**src/rtl/score_pkg.sv**
```systemverilog
// Shared definitions for the BCD score engine.
//   DIGITS_DEF      default score width in BCD digits
//   PTS_0..PTS_4    base points (packed BCD) for 0..4 cleared lines
//   state_t         engine FSM states
//   base_points()   line count -> base points; counts above 4 score as 4
package score_pkg;

  localparam int DIGITS_DEF = 4;

  localparam logic [7:0] PTS_0 = 8'h01;
  localparam logic [7:0] PTS_1 = 8'h04;
  localparam logic [7:0] PTS_2 = 8'h09;
  localparam logic [7:0] PTS_3 = 8'h16;
  localparam logic [7:0] PTS_4 = 8'h25;

  typedef enum logic [1:0] {
    ST_IDLE,
    ST_ADD,
    ST_LINES,
    ST_DONE
  } state_t;

  function automatic logic [7:0] base_points(input logic [2:0] lines);
    logic [7:0] pts;
    case (lines)
      3'd0:    pts = PTS_0;
      3'd1:    pts = PTS_1;
      3'd2:    pts = PTS_2;
      3'd3:    pts = PTS_3;
      default: pts = PTS_4;
    endcase
    return pts;
  endfunction

endpackage

```
**src/rtl/bcd_digit_add.sv**
```systemverilog
// Combinational single-digit BCD adder.
//   a, b  : BCD digits (0..9)
//   cin   : carry from the next lower digit
//   sum   : BCD result digit
//   cout  : decimal carry into the next higher digit
module bcd_digit_add (
  input  logic [3:0] a,
  input  logic [3:0] b,
  input  logic       cin,
  output logic [3:0] sum,
  output logic       cout
);

  logic [4:0] raw;

  always_comb begin
    raw  = {1'b0, a} + {1'b0, b} + {4'b0000, cin};
    sum  = raw[3:0];
    cout = 1'b0;
    // Binary sums 10..19 skip the six unused codes to land on a valid digit.
    if (raw > 5'd9) begin
      sum  = 4'(raw + 5'd6);
      cout = 1'b1;
    end
  end

endmodule

```
**src/rtl/bcd_score_engine.sv**
```systemverilog
// Digit-serial BCD score engine. Each accepted line-clear event adds its base
// points once per current level, one digit per cycle, then updates the line
// accumulator and level, and finally refreshes the high score.
//   clk, rst_n  : clock, synchronous active-low reset
//   hit         : event request, taken only while ready=1
//   line_count  : lines cleared by the event (values above 4 count as 4)
//   clear       : new game; high_score is kept
//   ready       : idle, next hit accepted
//   done        : one-cycle pulse as an event retires
//   score       : packed BCD score, digit 0 least significant
//   high_score  : packed BCD best score since reset
//   level       : binary level 1..MAX_LEVEL
//   overflow    : score saturated at all nines since last clear/reset
//
// state    | meaning
// ST_IDLE  | waiting for hit
// ST_ADD   | adding one points digit per cycle, one pass per level
// ST_LINES | line accumulator and level update
// ST_DONE  | high score update, done pulse
module bcd_score_engine
  import score_pkg::*;
#(
  parameter int DIGITS          = DIGITS_DEF,
  parameter int LINES_PER_LEVEL = 10,
  parameter int MAX_LEVEL       = 9
) (
  input  logic                  clk,
  input  logic                  rst_n,
  input  logic                  hit,
  input  logic [2:0]            line_count,
  input  logic                  clear,
  output logic                  ready,
  output logic                  done,
  output logic [4*DIGITS-1:0]   score,
  output logic [4*DIGITS-1:0]   high_score,
  output logic [3:0]            level,
  output logic                  overflow
);

  localparam int W  = 4 * DIGITS;
  localparam int DW = $clog2(DIGITS);

  state_t          state_q, state_d;
  logic [DW-1:0]   dig_q;
  logic [3:0]      rep_q;
  logic            carry_q;
  logic [W-1:0]    pts_q;
  logic [2:0]      lines_q;
  logic [3:0]      acc_q;
  logic [3:0]      level_q;
  logic [W-1:0]    score_q;
  logic [W-1:0]    high_q;
  logic            ovf_q;

  logic [DW+1:0]   bit_base;
  logic [3:0]      add_sum;
  logic            add_cout;
  logic            last_dig;
  logic [2:0]      lines_clamped;
  logic [4:0]      line_sum;

  assign bit_base      = {dig_q, 2'b00};
  assign last_dig      = (dig_q == DW'(DIGITS - 1));
  assign lines_clamped = (line_count > 3'd4) ? 3'd4 : line_count;
  assign line_sum      = {1'b0, acc_q} + {2'b00, lines_q};

  bcd_digit_add u_digit_add (
    .a    (score_q[bit_base +: 4]),
    .b    (pts_q[bit_base +: 4]),
    .cin  (carry_q),
    .sum  (add_sum),
    .cout (add_cout)
  );

  always_ff @(posedge clk) begin
    if (!rst_n || clear) state_q <= ST_IDLE;
    else                 state_q <= state_d;
  end

  always_comb begin
    state_d = state_q;
    case (state_q)
      ST_IDLE:  if (hit) state_d = ST_ADD;
      // Carry out of the MSD ends the event early: saturation.
      ST_ADD:   if (last_dig && (add_cout || rep_q == 4'd1)) state_d = ST_LINES;
      ST_LINES: state_d = ST_DONE;
      ST_DONE:  state_d = ST_IDLE;
      default:  state_d = ST_IDLE;
    endcase
  end

  always_ff @(posedge clk) begin
    if (!rst_n) begin
      dig_q   <= '0;
      rep_q   <= '0;
      carry_q <= 1'b0;
      pts_q   <= '0;
      lines_q <= '0;
      acc_q   <= '0;
      level_q <= 4'd1;
      score_q <= '0;
      high_q  <= '0;
      ovf_q   <= 1'b0;
    end else if (clear) begin
      dig_q   <= '0;
      carry_q <= 1'b0;
      acc_q   <= '0;
      level_q <= 4'd1;
      score_q <= '0;
      ovf_q   <= 1'b0;
    end else begin
      case (state_q)
        ST_IDLE: begin
          if (hit) begin
            pts_q   <= W'(base_points(lines_clamped));
            lines_q <= lines_clamped;
            rep_q   <= level_q;
            dig_q   <= '0;
            carry_q <= 1'b0;
          end
        end
        ST_ADD: begin
          score_q[bit_base +: 4] <= add_sum;
          if (last_dig) begin
            dig_q   <= '0;
            carry_q <= 1'b0;
            if (add_cout) begin
              score_q <= {DIGITS{4'h9}};
              ovf_q   <= 1'b1;
            end else begin
              rep_q <= rep_q - 4'd1;
            end
          end else begin
            dig_q   <= dig_q + DW'(1);
            carry_q <= add_cout;
          end
        end
        ST_LINES: begin
          if (line_sum >= 5'(LINES_PER_LEVEL)) begin
            acc_q <= 4'(line_sum - 5'(LINES_PER_LEVEL));
            if (level_q < 4'(MAX_LEVEL)) level_q <= level_q + 4'd1;
          end else begin
            acc_q <= line_sum[3:0];
          end
        end
        ST_DONE: begin
          if (score_q > high_q) high_q <= score_q;
        end
        default: ;
      endcase
    end
  end

  assign ready      = (state_q == ST_IDLE);
  assign done       = (state_q == ST_DONE);
  assign score      = score_q;
  assign high_score = high_q;
  assign level      = level_q;
  assign overflow   = ovf_q;

endmodule

```
**config.mk**
```make
export PLATFORM = sky130hd
export DESIGN_NAME = bcd_score_engine
export DESIGN_NICKNAME = d
export VERILOG_FILES = /design/src/rtl/score_pkg.sv /design/src/rtl/bcd_digit_add.sv /design/src/rtl/bcd_score_engine.sv
export SDC_FILE = /design/constraint.sdc
export NUM_CORES = 1
export LEC_CHECK = 0
export ABC_CLOCK_PERIOD_IN_PS = 5850
export CAP_MARGIN = 10
export CORE_ASPECT_RATIO = 0.9
export CORE_UTILIZATION = 30
export DETAILED_ROUTE_END_ITERATION = 7
export RECOVER_POWER = 25
export SYNTH_ARGS = -nofsm -noshare
export SYNTH_HDL_FRONTEND = slang
export SYNTH_SLANG_ARGS = --single-unit
```
**constraint.sdc**
```tcl
create_clock -name clk -period 5.85 [get_ports clk]
set_input_delay 0.585 -clock clk [delete_from_list [all_inputs] [get_ports clk]]
set_output_delay 0.585 -clock clk [all_outputs]
set_load 0.02 [all_outputs]
```
==> results.json, run 1 <==
{
  "num-fill-cells": 1184,
  "nNetsFinal": 528,
  "layout-drive-gt1-share": 0.0825,
  "mostFrequentLayoutCells": "59 x nand2_1, 57 x dfxtp_1, 42 x inv_1",
  "cap_violations": 0,
  "cts_tree": "done",
  "die-width_um": 119,
  "antenna_cells": 0,
  "htreeDepth": 3,
  "rsz0062_at_grt": "no",
  "drcViolationCount": 0,
  "peakVddDrop_mv": 0.132,
  "grt_antenna_before_repair": 0,
  "worstPathRequired_ns": 6.08,
  "post_cts_resize_count": 0,
  "grt_pass1_wl_um": 16100,
  "p_per_area_nw_per_um2": 222,
  "grt_use_total": 0.160,
  "fp.dieH_um": 107,
  "num_vias": 3348,
  "path_class": "flip-flop to flip-flop",
  "finalSetupViolCount": 0,
  "maxSlewViolCount": 0,
  "min_path_type": "flip-flop to flip-flop",
  "cts_buffers": 9,
  "grt_max_degree": 38,
  "synth_ff_type": "dfxtp_1",
  "holdWs_ns": 0.471,
  "avgSynthCellArea_sq_um": 8.42,
  "hpwlAfterDp_um": 7060,
  "fp-row-count": 38,
  "clk_latency_ns": 0.33,
  "placeableCoreArea_sq_um": 12000,
  "cts-hold-fix-buffers": 0,
  "layout_commonest_cell": "nand2_1",
  "gp_congestion": 0.891,
  "grt_pass1_vias": 3223,
  "fin_crit_sh": 0.697,
  "yosysWarnings": 0,
  "drt_wl_total_um": 9640,
  "post_cts_buffers": 0,
  "fin_crit_ns": 4.08,
  "ios": 46,
  "multi_input_area_sq_um": 2310,
  "die_area_sq_um": 12700,
  "initial_core_util": 0.306,
  "drtAntennaViolNets": 0,
  "dr.pass1.iters": 4,
  "async_reset_ff_frac": 0,
  "drt-wirelength-per-cell_um": 14.9,
  "finalSetupTns_ns": 0,
  "cts_buffer_depth": 2,
  "worst_pin_slew_ns": 1.11,
  "synthesis.area_sq_um": 3690,
  "leakagePower_nw": 1.92,
  "postSynthNetCount": 486,
  "max_freq_mhz": 245,
  "finalHoldViolCount": 0,
  "synth-seq-cells": 57,
  "final_util": 0.381,
  "status": "completed",
  "crit_path_end_kind": "flip-flop",
  "cts.sinks": 57,
  "vias_per_cell": 5.19,
  "synth-edff-count": 0,
  "start_kind": "flip-flop",
  "place.port_buffers": 45,
  "overflow": 0,
  "yosysSeqAreaShare": 0.310,
  "clkTransAtPathRegs_ns": 0.06,
  "arrival_ns": 4.30,
  "syn_to_final_growth_pct": 24.2,
  "crit_fanout": 13,
  "clock-root-buffer": "clkbuf_16",
  "syn_inst": 438,
  "drtIter0Drc": 207,
  "maxSlewHeadroom": 0.262,
  "yosys.cell_types.count": 63,
  "skew_ns": 0.00787,
  "ff_latch_area_sq_um": 1140
}
## cells in the mapped netlist (6+ instances only)
cell,n,area share
a21oi_1,28,0.038
clkbuf_1,11,0.011
dfxtp_1,57,0.31
ha_1,38,0.13
inv_1,42,0.043
mux2i_1,23,0.062
nand2_1,59,0.060
nand3_1,10,0.014
nand4_1,7,0.012
nor2_1,36,0.037
nor2b_1,10,0.017
nor3_1,6,0.0081
o21ai_0,18,0.024
o31ai_1,8,0.016
## cell families (layout without fill, tap and decap cells)
logic type / count (synthesis) / after routing / share of synthesized area
compound gates: 96 / 96 / 0.182
simple gates: 153 / 153 / 0.198
fa+ha+maj: 41 / 41 / 0.145
xor+xnor: 4 / 4 / 0.0115
mux: 28 / 28 / 0.0900
buf+inv: 59 / 106 / 0.0642
flops: 57 / 57 / 0.310
## worst paths after layout
check / slack [ns] / from / endpoint / cells past startpoint
setup / recovery: 1.77 / dig_q[0] / score[14] / 13
hold / removal: 0.47 / high_score[4] / high_score[4] / 2
setup reg to reg: 1.77 / dig_q[0] / score[14] / 13
hold reg to reg: 0.47 / high_score[4] / high_score[4] / 2
## metal layers
metal / vias up / global-route usage / wire length, um
met5: - / 0 / 0
met4: 0 / 0.0705 / 208
met3: 19 / 0.0282 / 419
met2: 93 / 0.258 / 4470
met1: 1610 / 0.208 / 4540
li1: 1626 / - / -
## state kept, by name (all words and copies together) (netlist names)
name	cells
lines_q	3
high_score	16
pts_q	4
dig_q	2
acc_q	4
overflow	1
score	16
carry_q	1
rep_q	4
state_q	2
level	4
## report_power, final
part,internal (W),switching [W],total (W)
registers,0.000394,0.00000574,0.000399
clock network,0.000339,0.000187,0.000527
logic,0.0000341,0.0000558,0.0000899
## per-stage QoR
| step | instance area [sq um] | std cells | setup slack [ns] | power, W |
|---|---|---|---|---|
| 6_report | 4580 | 645 | 1.77 | 0.00102 |
| 5_1_grt | 4580 | 645 | 1.51 | 0.00105 |
| 4_1_cts | 4580 | 645 | 1.85 | 0.00102 |
| 3_5_place_dp | 4280 | 629 | 1.86 | 0.000496 |
| 3_3_place_gp | 4280 | 629 | 1.96 | 0.000494 |
| 2_1_floorplan | 3690 | 438 | 2.42 | 0.000470 |
## final cells by class
class                           instances  share of cell area
Multi-Input combinational cell        322               0.504
Clock buffer                           11              0.0530
Tap cell                              160              0.0437
Timing Repair Buffer                   48               0.103
Sequential cell                        57               0.249
Inverter                               42              0.0344
Clock inverter                          5              0.0120
## critical path: stages, from the launching register on
cell	delay (ns)
dfxtp_1	0.72
mux4_2	0.57
inv_1	0.08
fa_1	0.17
inv_1	0.06
fa_1	0.42
xor2_1	0.26
inv_1	0.10
ha_1	0.27
inv_1	0.07
o311ai_1	0.10
o31ai_2	0.72
o31ai_1	0.17
a22o_1	0.27
Note: power is estimated with default switching activity, not from simulation.
==> inputs of run 2 (changes only) <==
ABC_CLOCK_PERIOD_IN_PS = 3800   (was 5850)
clock period = 3.8 ns   (was 5.85 ns; I/O delays follow)
==> results.json, run 2 (synthesized netlist as in run 1, its figures left out) <==
{
  "min_path_type": "flip-flop to flip-flop",
  "drt_wl_total_um": 9480,
  "cp_top_family": "adder cells",
  "crit_fanout": 11,
  "peakVddDrop_mv": 0.147,
  "rsz0062_at_grt": "no",
  "drt-wirelength-per-cell_um": 14.7,
  "worstPathRequired_ns": 4.01,
  "crit_path_end_kind": "flip-flop",
  "cts_tree": "done",
  "max_freq_mhz": 286,
  "crit_path_start": "dig_q[0]",
  "cts.sinks": 57,
  "skew_ns": 0.00908,
  "regToRegStartpoint": "dig_q[0]",
  "antenna_cells": 0,
  "multi_input_area_sq_um": 2310,
  "num_vias": 3260,
  "cts_buffers": 9,
  "overflow": 0,
  "busiest_layer": "met2",
  "crit_chain": "buf_4 > mux4_2 > fa_1 > xor2_1 > inv_1 > ha_1 > or4_4 > nand2_2 > o31ai_1 > a22o_1",
  "nNetsFinal": 533,
  "dp_slack_ns": 0.311,
  "placed_cell_area_sq_um": 4320,
  "arrival_ns": 3.70,
  "placeableCoreArea_sq_um": 12000,
  "grt_max_degree": 33,
  "cp.depth": 10,
  "intPower_w": 0.00110,
  "p_per_area_nw_per_um2": 317,
  "maxSlewHeadroom": 0.418,
  "clk_latency_ns": 0.33,
  "status": "completed",
  "die_area_sq_um": 12700,
  "drcViolationCount": 0,
  "grt_antenna_before_repair": 0,
  "r2r_setup_slack_ns": 0.31,
  "grtUsageMet1": 0.202,
  "critPathBufInv": 2,
  "fin_crit_ns": 3.49,
  "endpoint": "score[6]",
  "slowest_stage": "or4_4",
  "grt_use_total": 0.156,
  "gp_congestion": 0.839,
  "reg2reg_depth": 10,
  "ff_latch_area_sq_um": 1140,
  "drtIter0Drc": 182,
  "fp-row-count": 38,
  "drtAntennaViolNets": 0,
  "fp.dieH_um": 107,
  "dr.pass1.iters": 4,
  "path_class": "flip-flop to flip-flop",
  "layout-drive-gt1-share": 0.0862,
  "mostFrequentLayoutCells": "59 x nand2_1, 57 x dfxtp_1, 42 x inv_1",
  "layout_setup_ws_ns": 0.305,
  "clock-root-buffer": "clkbuf_16",
  "grt_pass1_vias": 3097,
  "finalSetupTns_ns": 0,
  "finalSetupViolCount": 0,
  "clkTransAtPathRegs_ns": 0.05,
  "cap_violations": 0,
  "cpPeakStageDelay_ns": 0.58,
  "place.port_buffers": 45,
  "grtUsageMet2": 0.256,
  "maxSlewViolCount": 0,
  "clockPowerShare": 0.481,
  "htreeDepth": 3,
  "design_area_sq_um": 4580,
  "die-width_um": 119,
  "initial_core_util": 0.306,
  "fin_crit_sh": 0.920,
  "syn_to_final_growth_pct": 24.1,
  "worst_pin_slew_ns": 0.873,
  "vias_per_cell": 5.04,
  "num-fill-cells": 1191,
  "leakagePower_nw": 1.92,
  "met3_usage": 0.0261,
  "ios": 46,
  "pwr-share-seq": 0.424,
  "start_kind": "flip-flop",
  "hpwlAfterDp_um": 7290,
  "finalHoldViolCount": 0,
  "layout_commonest_cell": "nand2_1",
  "grt_pass1_wl_um": 15400,
  "comb_power_share": 0.095,
  "sw_frac_of_total": 0.239,
  "p_sw_w": 0.000348,
  "worstReg2RegEnd": "score[6]",
  "cts_buffer_depth": 2
}
run 2: cell types whose count changed in the layout (fill, tap and decap cells not counted):
| cell | change |
|---|---|
| buf_4 | +5 |
| nor4_1 | -1 |
| clkdlybuf4s50_1 | +2 |
| clkbuf_1 | +1 |
| clkinvlp_4 | -2 |
| clkinv_2 | -1 |
| bufinv_16 | -1 |
| nor4_2 | +1 |
| dlygate4sd3_1 | -2 |
run 2: power groups by stage:
stage          sequential [W]  combinational [W]  clock, W
4_1_cts              0.000615           0.000137  0.000714
2_1_floorplan        0.000626          0.0000982         0
3_3_place_gp         0.000627           0.000136         0
6_report             0.000615           0.000138  0.000699
5_1_grt              0.000616           0.000152  0.000736
3_5_place_dp         0.000627           0.000136         0
run 2: stage by stage:
stage	hold slack, ns	util	total power, W	cells
finish	0.475	0.380	0.00145	647
detailed placement	0.473	0.359	0.000763	634
global route	0.495	0.380	0.00150	647
CTS	0.480	0.380	0.00147	647
floorplan	0.441	-	0.000724	438
global placement	0.458	0.359	0.000763	634
run 2: cell type report:
cell class | instances | area share
Sequential cell | 57 | 0.249
Clock inverter | 1 | 0.00109
Tap cell | 160 | 0.0438
Multi-Input combinational cell | 322 | 0.506
Clock buffer | 12 | 0.0539
Timing Repair Buffer | 53 | 0.112
Inverter | 42 | 0.0345
run 2: timing repair:
action	CTS	global route
setup endpoints to repair	0	2
hold buffers	0	0
buffers inserted	0	0
gates resized for setup	0	1
run 2: worst min-delay path by stage:
stage	slack (ns)	startpoint	cells past startpoint	to
final	0.48	high_score[10]	2	high_score[10]
after global routing	0.49	high_score[15]	2	high_score[15]
after CTS	0.48	high_score[15]	2	high_score[15]
after detailed placement	0.47	high_score[15]	2	high_score[15]
after global placement	0.46	overflow	2	overflow
after floorplan	0.44	pts_q[4]	2	pts_q[4]
run 2: worst reg2reg max path: stages, from the launching register on:
cell and delay (ns):
dfxtp_1 0.37, buf_4 0.22, mux4_2 0.57, fa_1 0.47, xor2_1 0.26, inv_1 0.10
ha_1 0.27, or4_4 0.58, nand2_2 0.13, o31ai_1 0.16, a22o_1 0.25
run 2: metal layers:
| layer | wire [um] | up-vias | part of all wire |
|---|---|---|---|
| li1 | - | 1640 | - |
| met1 | 4530 | 1556 | 0.48 |
| met2 | 4520 | 53 | 0.48 |
| met3 | 273 | 11 | 0.029 |
| met4 | 162 | 0 | 0.017 |
| met5 | 0 | - | 0 |
